$ cat src/rtl/clock_rate_detector.sv
// clock_rate_detector: measures a divided probe clock and classifies its rate.
// Define CLKDET_SYNC_EN to put a 2-flop synchronizer in front of the edge detector.
module clock_rate_detector #(
   parameter int DIV_1    = 32,
   parameter int DIV_2    = 16,
   parameter int DIV_4    = 8,
   parameter int TOL      = 0,
   parameter int LOCK_CNT = 4,
   parameter int TIMEOUT  = 64
) (
   input  logic       clk_in,
   input  logic       reset,
   input  logic       clk_probe,
   output logic [1:0] rate,
   output logic       locked,
   output logic [7:0] period,
   output logic       duty_ok,
   output logic       no_clk
);

   typedef enum logic [1:0] {
      IDLE    = 2'd0,
      MEASURE = 2'd1,
      LOCKED  = 2'd2
   } state_e;

   localparam logic [7:0] TO_C  = 8'(TIMEOUT);
   localparam logic [3:0] LC_C  = 4'(LOCK_CNT);
   localparam logic [7:0] SAT_C = 8'hFF;

   state_e     state_q, state_d;
   logic       s0_q, s1_q;
   logic [7:0] cnt_q, cnt_d;
   logic [7:0] hi_q, hi_d;
   logic [3:0] mcnt_q, mcnt_d;
   logic [1:0] prev_q, prev_d;
   logic [1:0] rate_q, rate_d;
   logic       locked_q, locked_d;
   logic [7:0] period_q, period_d;
   logic       duty_q, duty_d;
   logic       nck_q, nck_d;

   logic       probe_w;
   logic       edge_w;
   logic       timeout_w;
   logic [1:0] cls_w;
   logic [3:0] mcnt_nx;

`ifdef CLKDET_SYNC_EN
   logic [1:0] sync_q;

   always_ff @(posedge clk_in) begin
      if (reset) begin
         sync_q <= '0;
      end else begin
         sync_q <= {sync_q[0], clk_probe};
      end
   end

   assign probe_w = sync_q[1];
`else
   assign probe_w = clk_probe;
`endif

   function automatic logic near(
      input logic [7:0] p,
      input int         div
   );
      int d;
      d = int'(p) - div;
      return (p != SAT_C) && (d <= TOL) && (d >= -TOL);
   endfunction

   assign edge_w    = s0_q & ~s1_q;
   assign timeout_w = (cnt_q == TO_C) && !edge_w;

   always_comb begin
      cls_w = 2'b00;
      unique case (1'b1)
         near(cnt_q, DIV_1): cls_w = 2'b01;
         near(cnt_q, DIV_2): cls_w = 2'b10;
         near(cnt_q, DIV_4): cls_w = 2'b11;
         default:            cls_w = 2'b00;
      endcase
   end

   always_comb begin
      mcnt_nx = 4'd1;
      if (cls_w == 2'b00) begin
         mcnt_nx = 4'd0;
      end else if (cls_w == prev_q) begin
         mcnt_nx = (mcnt_q == 4'hF) ? mcnt_q : mcnt_q + 4'd1;
      end
   end

   // Period counter restarts at 1 so the edge-to-edge distance is captured directly.
   always_comb begin
      cnt_d = (cnt_q == SAT_C) ? cnt_q : cnt_q + 8'd1;
      hi_d  = hi_q;
      if (edge_w) begin
         cnt_d = 8'd1;
         hi_d  = 8'd1;
      end else if (s0_q && hi_q != SAT_C) begin
         hi_d = hi_q + 8'd1;
      end
   end

   always_comb begin
      state_d  = state_q;
      mcnt_d   = mcnt_q;
      prev_d   = prev_q;
      rate_d   = rate_q;
      locked_d = locked_q;
      period_d = period_q;
      duty_d   = duty_q;
      nck_d    = nck_q;
      if (edge_w) begin
         nck_d = 1'b0;
         unique case (state_q)
            IDLE: begin
               state_d = MEASURE;
            end
            MEASURE: begin
               period_d = cnt_q;
               duty_d   = (hi_q == {1'b0, cnt_q[7:1]});
               mcnt_d   = mcnt_nx;
               prev_d   = cls_w;
               if (mcnt_nx >= LC_C && cls_w != 2'b00) begin
                  state_d  = LOCKED;
                  rate_d   = cls_w;
                  locked_d = 1'b1;
               end
            end
            LOCKED: begin
               period_d = cnt_q;
               duty_d   = (hi_q == {1'b0, cnt_q[7:1]});
               mcnt_d   = mcnt_nx;
               prev_d   = cls_w;
               if (cls_w != rate_q) begin
                  state_d  = MEASURE;
                  rate_d   = 2'b00;
                  locked_d = 1'b0;
               end
            end
            default: begin
               state_d = IDLE;
            end
         endcase
      end else if (timeout_w) begin
         state_d  = IDLE;
         nck_d    = 1'b1;
         locked_d = 1'b0;
         rate_d   = 2'b00;
         mcnt_d   = 4'd0;
         prev_d   = 2'b00;
      end
   end

   always_ff @(posedge clk_in) begin
      if (reset) begin
         state_q  <= IDLE;
         s0_q     <= 1'b0;
         s1_q     <= 1'b0;
         cnt_q    <= '0;
         hi_q     <= '0;
         mcnt_q   <= '0;
         prev_q   <= '0;
         rate_q   <= '0;
         locked_q <= 1'b0;
         period_q <= '0;
         duty_q   <= 1'b0;
         nck_q    <= 1'b0;
      end else begin
         state_q  <= state_d;
         s0_q     <= probe_w;
         s1_q     <= s0_q;
         cnt_q    <= cnt_d;
         hi_q     <= hi_d;
         mcnt_q   <= mcnt_d;
         prev_q   <= prev_d;
         rate_q   <= rate_d;
         locked_q <= locked_d;
         period_q <= period_d;
         duty_q   <= duty_d;
         nck_q    <= nck_d;
      end
   end

   assign rate    = rate_q;
   assign locked  = locked_q;
   assign period  = period_q;
   assign duty_ok = duty_q;
   assign no_clk  = nck_q;

endmodule

$ cat config.mk
export PLATFORM = sky130hd
export DESIGN_NAME = clock_rate_detector
export DESIGN_NICKNAME = d
export VERILOG_FILES = /design/src/rtl/clock_rate_detector.sv
export SDC_FILE = /design/constraint.sdc
export NUM_CORES = 1
export LEC_CHECK = 0
export ABC_AREA = 1
export ABC_CLOCK_PERIOD_IN_PS = 2400
export CORE_ASPECT_RATIO = 0.75
export CORE_UTILIZATION = 35
export CTS_CLUSTER_DIAMETER = 30
export DETAILED_ROUTE_END_ITERATION = 6
export HOLD_SLACK_MARGIN = 0.03
export PLACE_DENSITY = 0.6
export SYNTH_ARGS = -nofsm -noshare
export SYNTH_HDL_FRONTEND = slang
export SYNTH_SLANG_ARGS = --single-unit
export TNS_END_PERCENT = 10
$ cat constraint.sdc
create_clock -name clk_in -period 2.4 [get_ports clk_in]
set_clock_uncertainty 0.1 [all_clocks]
set_input_delay 0.36 -clock clk_in [delete_from_list [all_inputs] [get_ports clk_in]]
set_output_delay 0.36 -clock clk_in [all_outputs]
set_load 0.01 [all_outputs]
## Word level (Yosys, flattened, before mapping)

Index checks and enable logic that the tools add are counted.

- $add $sub $neg: 6
- Magnitude comparators: 7
- Equality and inequality tests: 15
- Muxes and demuxes: 27
- Bitwise gates (word level): 2
- Reductions and logical operators: 21

Operators with widths:

| operator | number |
|---|---|
| $ge A9 B1 Y1 const B | 3 |
| $le A9 B1 Y1 const B | 3 |
| $mux W4 | 6 |
| $mux W2 | 9 |
| $add A8 B1 Y8 const B | 2 |
| $ne A8 B8 Y1 const B | 2 |
| $pmux W2 S3 | 2 |
| $logic_and A1 B1 Y1 | 9 |
| $sub A8 B4 Y9 const B | 1 |
| $sub A8 B5 Y9 const B | 1 |
| $sub A8 B6 Y9 const B | 1 |
| $eq A8 B7 Y1 | 1 |
| $eq A8 B7 Y1 const B | 1 |
| $eq A8 B8 Y1 const B | 1 |
| $mux W1 | 8 |
| $ne A3 B3 Y1 const B | 2 |
| $reduce_bool A2 Y1 | 3 |
| $add A4 B1 Y4 const B | 1 |
| $eq A4 B4 Y1 const B | 1 |
| $ge A4 B3 Y1 const B | 1 |
| $logic_not A2 Y1 | 2 |
| $ne A2 B2 Y1 const B | 2 |
| $pmux W2 S2 | 1 |
| $reduce_and A2 Y1 | 2 |
| other kinds (12) | 13 |

- Flip-flop bits (word level): 39
- Bits of input ports: 3

## Logic depth before layout (Yosys ltp)

Gate-level depths: netlist of run 1.

- Depth in word-level cells: 13
- Depth in mapped cells: 20

## Worst setup path after synthesis of run 1

OpenSTA, ideal clock, no wires.

- Path type: register to register
- Start point: register cnt_q[3]
- End point: register state_q[0]
- Data arrival time: 1829 ps
- Data required time: 2168 ps
- Setup slack: 338 ps
- Stages on the path, launching flop included: 19
- Path buffers: 0
- Period minus slack after synthesis: 2062 ps
- Cell sequence: dfxtp_1 > inv_2 > ha_1 > inv_2 > nand2_2 > nand3_1 > nand2_1 > nand2_4 > nand2_2 > nand2_1 > nand2_2 > nor2_4 > nand2_2 > nand3_2 > nand2_2 > nand2_4 > inv_2 > nand2_1 > a21oi_1

- Longest elaborated chain between the ends: 12

Ends and longest elaborated chain:

| element | line | source |
|---|---|---|
| start: declaration | 33 | `logic [7:0] cnt_q, cnt_d;` |
| start signal: assignment | 177 | `cnt_q <= cnt_d;` |
| $sub A8 B4 Y9, or another cell as far along | 70 | `d = int'(p) - div;` |
| $le A9 B1 Y1 | 71 | `return (p != SAT_C) && (d <= TOL) && (d >= -TOL);` |
| $logic_and A1 B1 Y1 (2 in series) | 71 |  |
| $pmux W2 S3 | 79 | `unique case (1'b1)` |
| $eq A2 B2 Y1 | 91 | `end else if (cls_w == prev_q) begin` |
| $mux W4 | 91 |  |
| $mux W4 | 89 | `if (cls_w == 2'b00) begin` |
| $ge A4 B3 Y1 | 128 | `if (mcnt_nx >= LC_C && cls_w != 2'b00) begin` |
| $logic_and A1 B1 Y1 | 128 |  |
| $ne A3 B3 Y1 (no line) | -- |  |
| $reduce_and A3 Y1 (no line) * | -- |  |
| end signal: assignment | 174 | `state_q <= state_d;` |
| end: declaration | 31 | `state_e state_q, state_d;` |

Mark *: on every way between the ends. The rest lies on a longest branch, timed or not.
A chain may end at the register's enable or synchronous reset.

## Worst setup path in the final report of run 1

- Start point: register cnt_q[4]
- End point: register locked_q (netlist: locked)

- Longest elaborated chain between the ends: 12

Ends and longest elaborated chain:

| element | line | source |
|---|---|---|
| $sub A8 B4 Y9, or another cell as far along | 70 |  |
| $le A9 B1 Y1 | 71 |  |
| $logic_and A1 B1 Y1 (2 in series) | 71 |  |
| $pmux W2 S3 | 79 |  |
| $eq A2 B2 Y1 | 91 |  |
| $mux W4 | 91 |  |
| $mux W4 | 89 |  |
| $ge A4 B3 Y1 | 128 |  |
| $logic_and A1 B1 Y1 | 128 |  |
| $ne A3 B3 Y1 (no line) | -- |  |
| $reduce_and A4 Y1 (no line) * | -- |  |
| end signal: assignment | 182 | `locked_q <= locked_d;` |
| end: declaration | 38 | `logic locked_q, locked_d;` |

Marks and branches as above.

==> flow_summary.json, run 1 <==
{
  "std_cell_rows": 25,
  "die_w_um": 95.2,
  "synth-simple-area-share_pct": 33.5,
  "criticalPathCategory": "reg -> reg",
  "crit_fanout": 6,
  "rsz0062_at_grt": "no",
  "n_fill_cell": 661,
  "combPwrFrac_pct": 8.1,
  "syn-cell-area_sq_um": 2280,
  "total_leakage_power_nw": 1.12,
  "multi_input_area_sq_um": 1280,
  "post_cts.repair.setup_buffers": 0,
  "n_antenna_cell": 0,
  "cts.clk_slew.worst_paths_ns": 0.08,
  "path_cells": "inv_2 -> ha_2 -> inv_2 -> nand2_2 -> nand2_1 -> nand2_1 -> nand2_1 -> nand2_4 -> nand2_2 -> nand2_1 -> nand2_2 -> nor2_4 -> o211ai_1 -> nand3_1 -> nand3_1 -> nand2_1 -> a21oi_1",
  "cp-end-kind": "flop",
  "final_cell_mix": "nand2_1 (75), inv_1 (39), dfxtp_1 (38)",
  "hp-class": "reg -> reg",
  "tritoncts": "done",
  "vias": 2153,
  "setup_viol": 0,
  "yosys_register_bits": 39,
  "fin_tns_setup_ns": 0,
  "syn-mean-instance-area_sq_um": 6.95,
  "cap_violations": 0,
  "drtIter0Drc": 109,
  "p_seq_share_pct": 51.9,
  "fin_crit_sh_pct": 91.0,
  "cp.arrival_ns": 2.27,
  "required_ns": 2.49,
  "track_usage_pct": 17.1,
  "synth-xor-area-share_pct": 1.54,
  "crit_path_top_delay_cell": "dfxtp_1",
  "syn_nets": 344,
  "fp.dieArea_sq_um": 6840,
  "slew_violations": 0,
  "final-hold-violation-count": 0,
  "port_buffers": 15,
  "initial_core_util_pct": 36.3,
  "grt_pass1_vias": 1818,
  "power.density_nw_per_um2": 477,
  "clock_path_buffers": 2,
  "clock_latency_ns": 0.30,
  "finish.utilization_pct": 42.9,
  "ios": 16,
  "clock.fmax_mhz": 458,
  "cp_slowest_stage_delay_ns": 0.32,
  "drc": 0,
  "synthAdderAreaFrac_pct": 7.14,
  "drive_gt1_share_pct": 16.6,
  "first_pass_iters": 4,
  "p_int_mw": 0.958,
  "yosysWarnings": 0,
  "status": "completed",
  "layout.nets": 371,
  "antenna_found_initial": 0,
  "p_sw_share_pct": 25.6,
  "areaGrowthSynthToFinish_pct": 18.3,
  "slew_headroom_pct": 72.7,
  "dp_hpwl_um": 4020,
  "dp_slack_ns": 0.0948,
  "ant_nets": 0,
  "htree_levels": 2,
  "hold_buffers": 0,
  "core_area_sq_um": 6290,
  "synth_top_family_by_area": "simple AND/OR/NAND/NOR gates",
  "setup_ws_ns": 0.215,
  "synth_mux_area_share_pct": 0,
  "worst_pin_slew_ns": 0.407,
  "grt_pass1_wl_um": 8970,
  "grt-ovfl-total": 0,
  "ir_drop_mv": 0.197,
  "cts-root-buf": "clkbuf_8",
  "gp_congestion": 0.867,
  "cts_resized": 0,
  "p_sw_mw": 0.329,
  "clkPwrFrac_pct": 40.1,
  "clock-sinks": 39,
  "crit_path_frequent_cell": "nand2_1",
  "syn_inst": 328,
  "numCtsBuffers": 5,
  "wl_per_cell_um": 12.4,
  "grt_max_degree": 25,
  "ff_latch_area_sq_um": 782,
  "synth-compound-area-share_pct": 13.8,
  "ys_seq_area_share_pct": 34.2,
  "routed_wl_um": 5400,
  "startpoint_type": "flop",
  "via_per_inst": 4.93,
  "die_h_um": 71.9,
  "synth_cell_type_count": 32,
  "layout_commonest_cell": "nand2_1",
  "layout_min_cycle_time_ns": 2.19
}
-- final cells by class --
cell class	count	share of cell area (%)
Inverter	49	6.91
Clock inverter	1	0.278
Clock buffer	7	3.57
Tap cell	81	3.76
Sequential cell	39	29.0
Timing Repair Buffer	27	8.91
Multi-Input combinational cell	233	47.6
-- metal layers --
layer  share of wire, %  up-vias  GRT usage (%)  routed length (um)
met1                 55      984           27.3                2980
li1                   -     1119              -                   -
met3                4.4       10           3.25                 236
met5                  0        -              0                   0
met4                1.6        0           6.73                  88
met2                 39       40           21.8                2100
-- cell usage after synthesis, drive strengths merged --
cell type | number | area share (%)
dfxtp | 39 | 34
o211ai | 2 | 0.66
nand3 | 24 | 6.6
inv | 49 | 8.2
a221oi | 2 | 0.77
nor2 | 30 | 6.1
o2111ai | 1 | 0.38
nor3 | 8 | 2.0
a211oi | 1 | 0.33
xnor2 | 1 | 0.38
xor2 | 3 | 1.2
o22ai | 1 | 0.27
ha | 13 | 7.1
nand4 | 4 | 1.1
clkbuf | 5 | 0.82
nand2 | 87 | 16
nor4 | 2 | 0.55
buf | 2 | 0.82
or2 | 2 | 0.55
a31oi | 3 | 0.82
o21ai | 13 | 2.9
and2 | 1 | 0.27
a21oi | 35 | 7.7
-- power groups by stage --
stage | sequential [mW] | clock (mW) | combinational, mW
2_1_floorplan | 0.680 | 0 | 0.0717
3_5_place_dp | 0.683 | 0 | 0.104
5_1_grt | 0.670 | 0.550 | 0.118
6_report | 0.667 | 0.515 | 0.104
4_1_cts | 0.667 | 0.520 | 0.104
3_3_place_gp | 0.682 | 0 | 0.104
-- flip-flops by register name, summed over array words and instances, names as in the netlist --
| name | count |
|---|---|
| no_clk | 1 |
| locked | 1 |
| prev_q | 2 |
| s0_q | 1 |
| period | 8 |
| s1_q | 1 |
| mcnt_q | 4 |
| state_q | 2 |
| cnt_q | 8 |
| hi_q | 8 |
| rate | 2 |
| duty_ok | 1 |
-- worst max-delay path, delay by kind of cell (launching register included) --
family                   cells  cell delay, ns
flip-flops                   1            0.32
adder cells (fa/ha/maj)      1            0.22
AO/OA/AOI/OAI                2            0.19
AND/OR/NAND/NOR             12            1.09
buffers and inverters        2            0.17
-- stage by stage --
step / total power [mW] / area (sq um) / std cells / hold WS (ns)
after floorplan: 0.752 / 2280 / 328 / 0.330
after global placement: 0.786 / 2580 / 429 / 0.350
after detailed placement: 0.786 / 2580 / 429 / 0.359
after CTS: 1.29 / 2690 / 437 / 0.371
after global routing: 1.34 / 2700 / 437 / 0.387
final: 1.29 / 2700 / 437 / 0.368
-- final timing paths --
check                  from         to  slack [ns]  cells after the start
hold / removal    period[3]  period[3]        0.37                      2
hold reg to reg   period[3]  period[3]        0.37                      2
setup / recovery   cnt_q[4]     locked        0.21                     17
setup reg to reg   cnt_q[4]     locked        0.21                     17
-- logic make-up (layout without fill, tap and decap cells) --
group,count (synthesis),after routing
flops,39,39
fa+ha+maj,13,13
xor+xnor,4,4
compound gates,58,58
buf+inv,56,84
simple gates,158,158
Power figures use the tool's default switching activity.
==> run 2, diff against run 1 <==
--- a/config.mk
+++ b/config.mk
@@ -13,6 +13,7 @@
 export DETAILED_ROUTE_END_ITERATION = 6
 export HOLD_SLACK_MARGIN = 0.03
 export PLACE_DENSITY = 0.6
+export SLEW_MARGIN = 20
 export SYNTH_ARGS = -nofsm -noshare
 export SYNTH_HDL_FRONTEND = slang
 export SYNTH_SLANG_ARGS = --single-unit
==> results of run 2 <==
Final layout, timing and power as in run 1 (identical DEF).
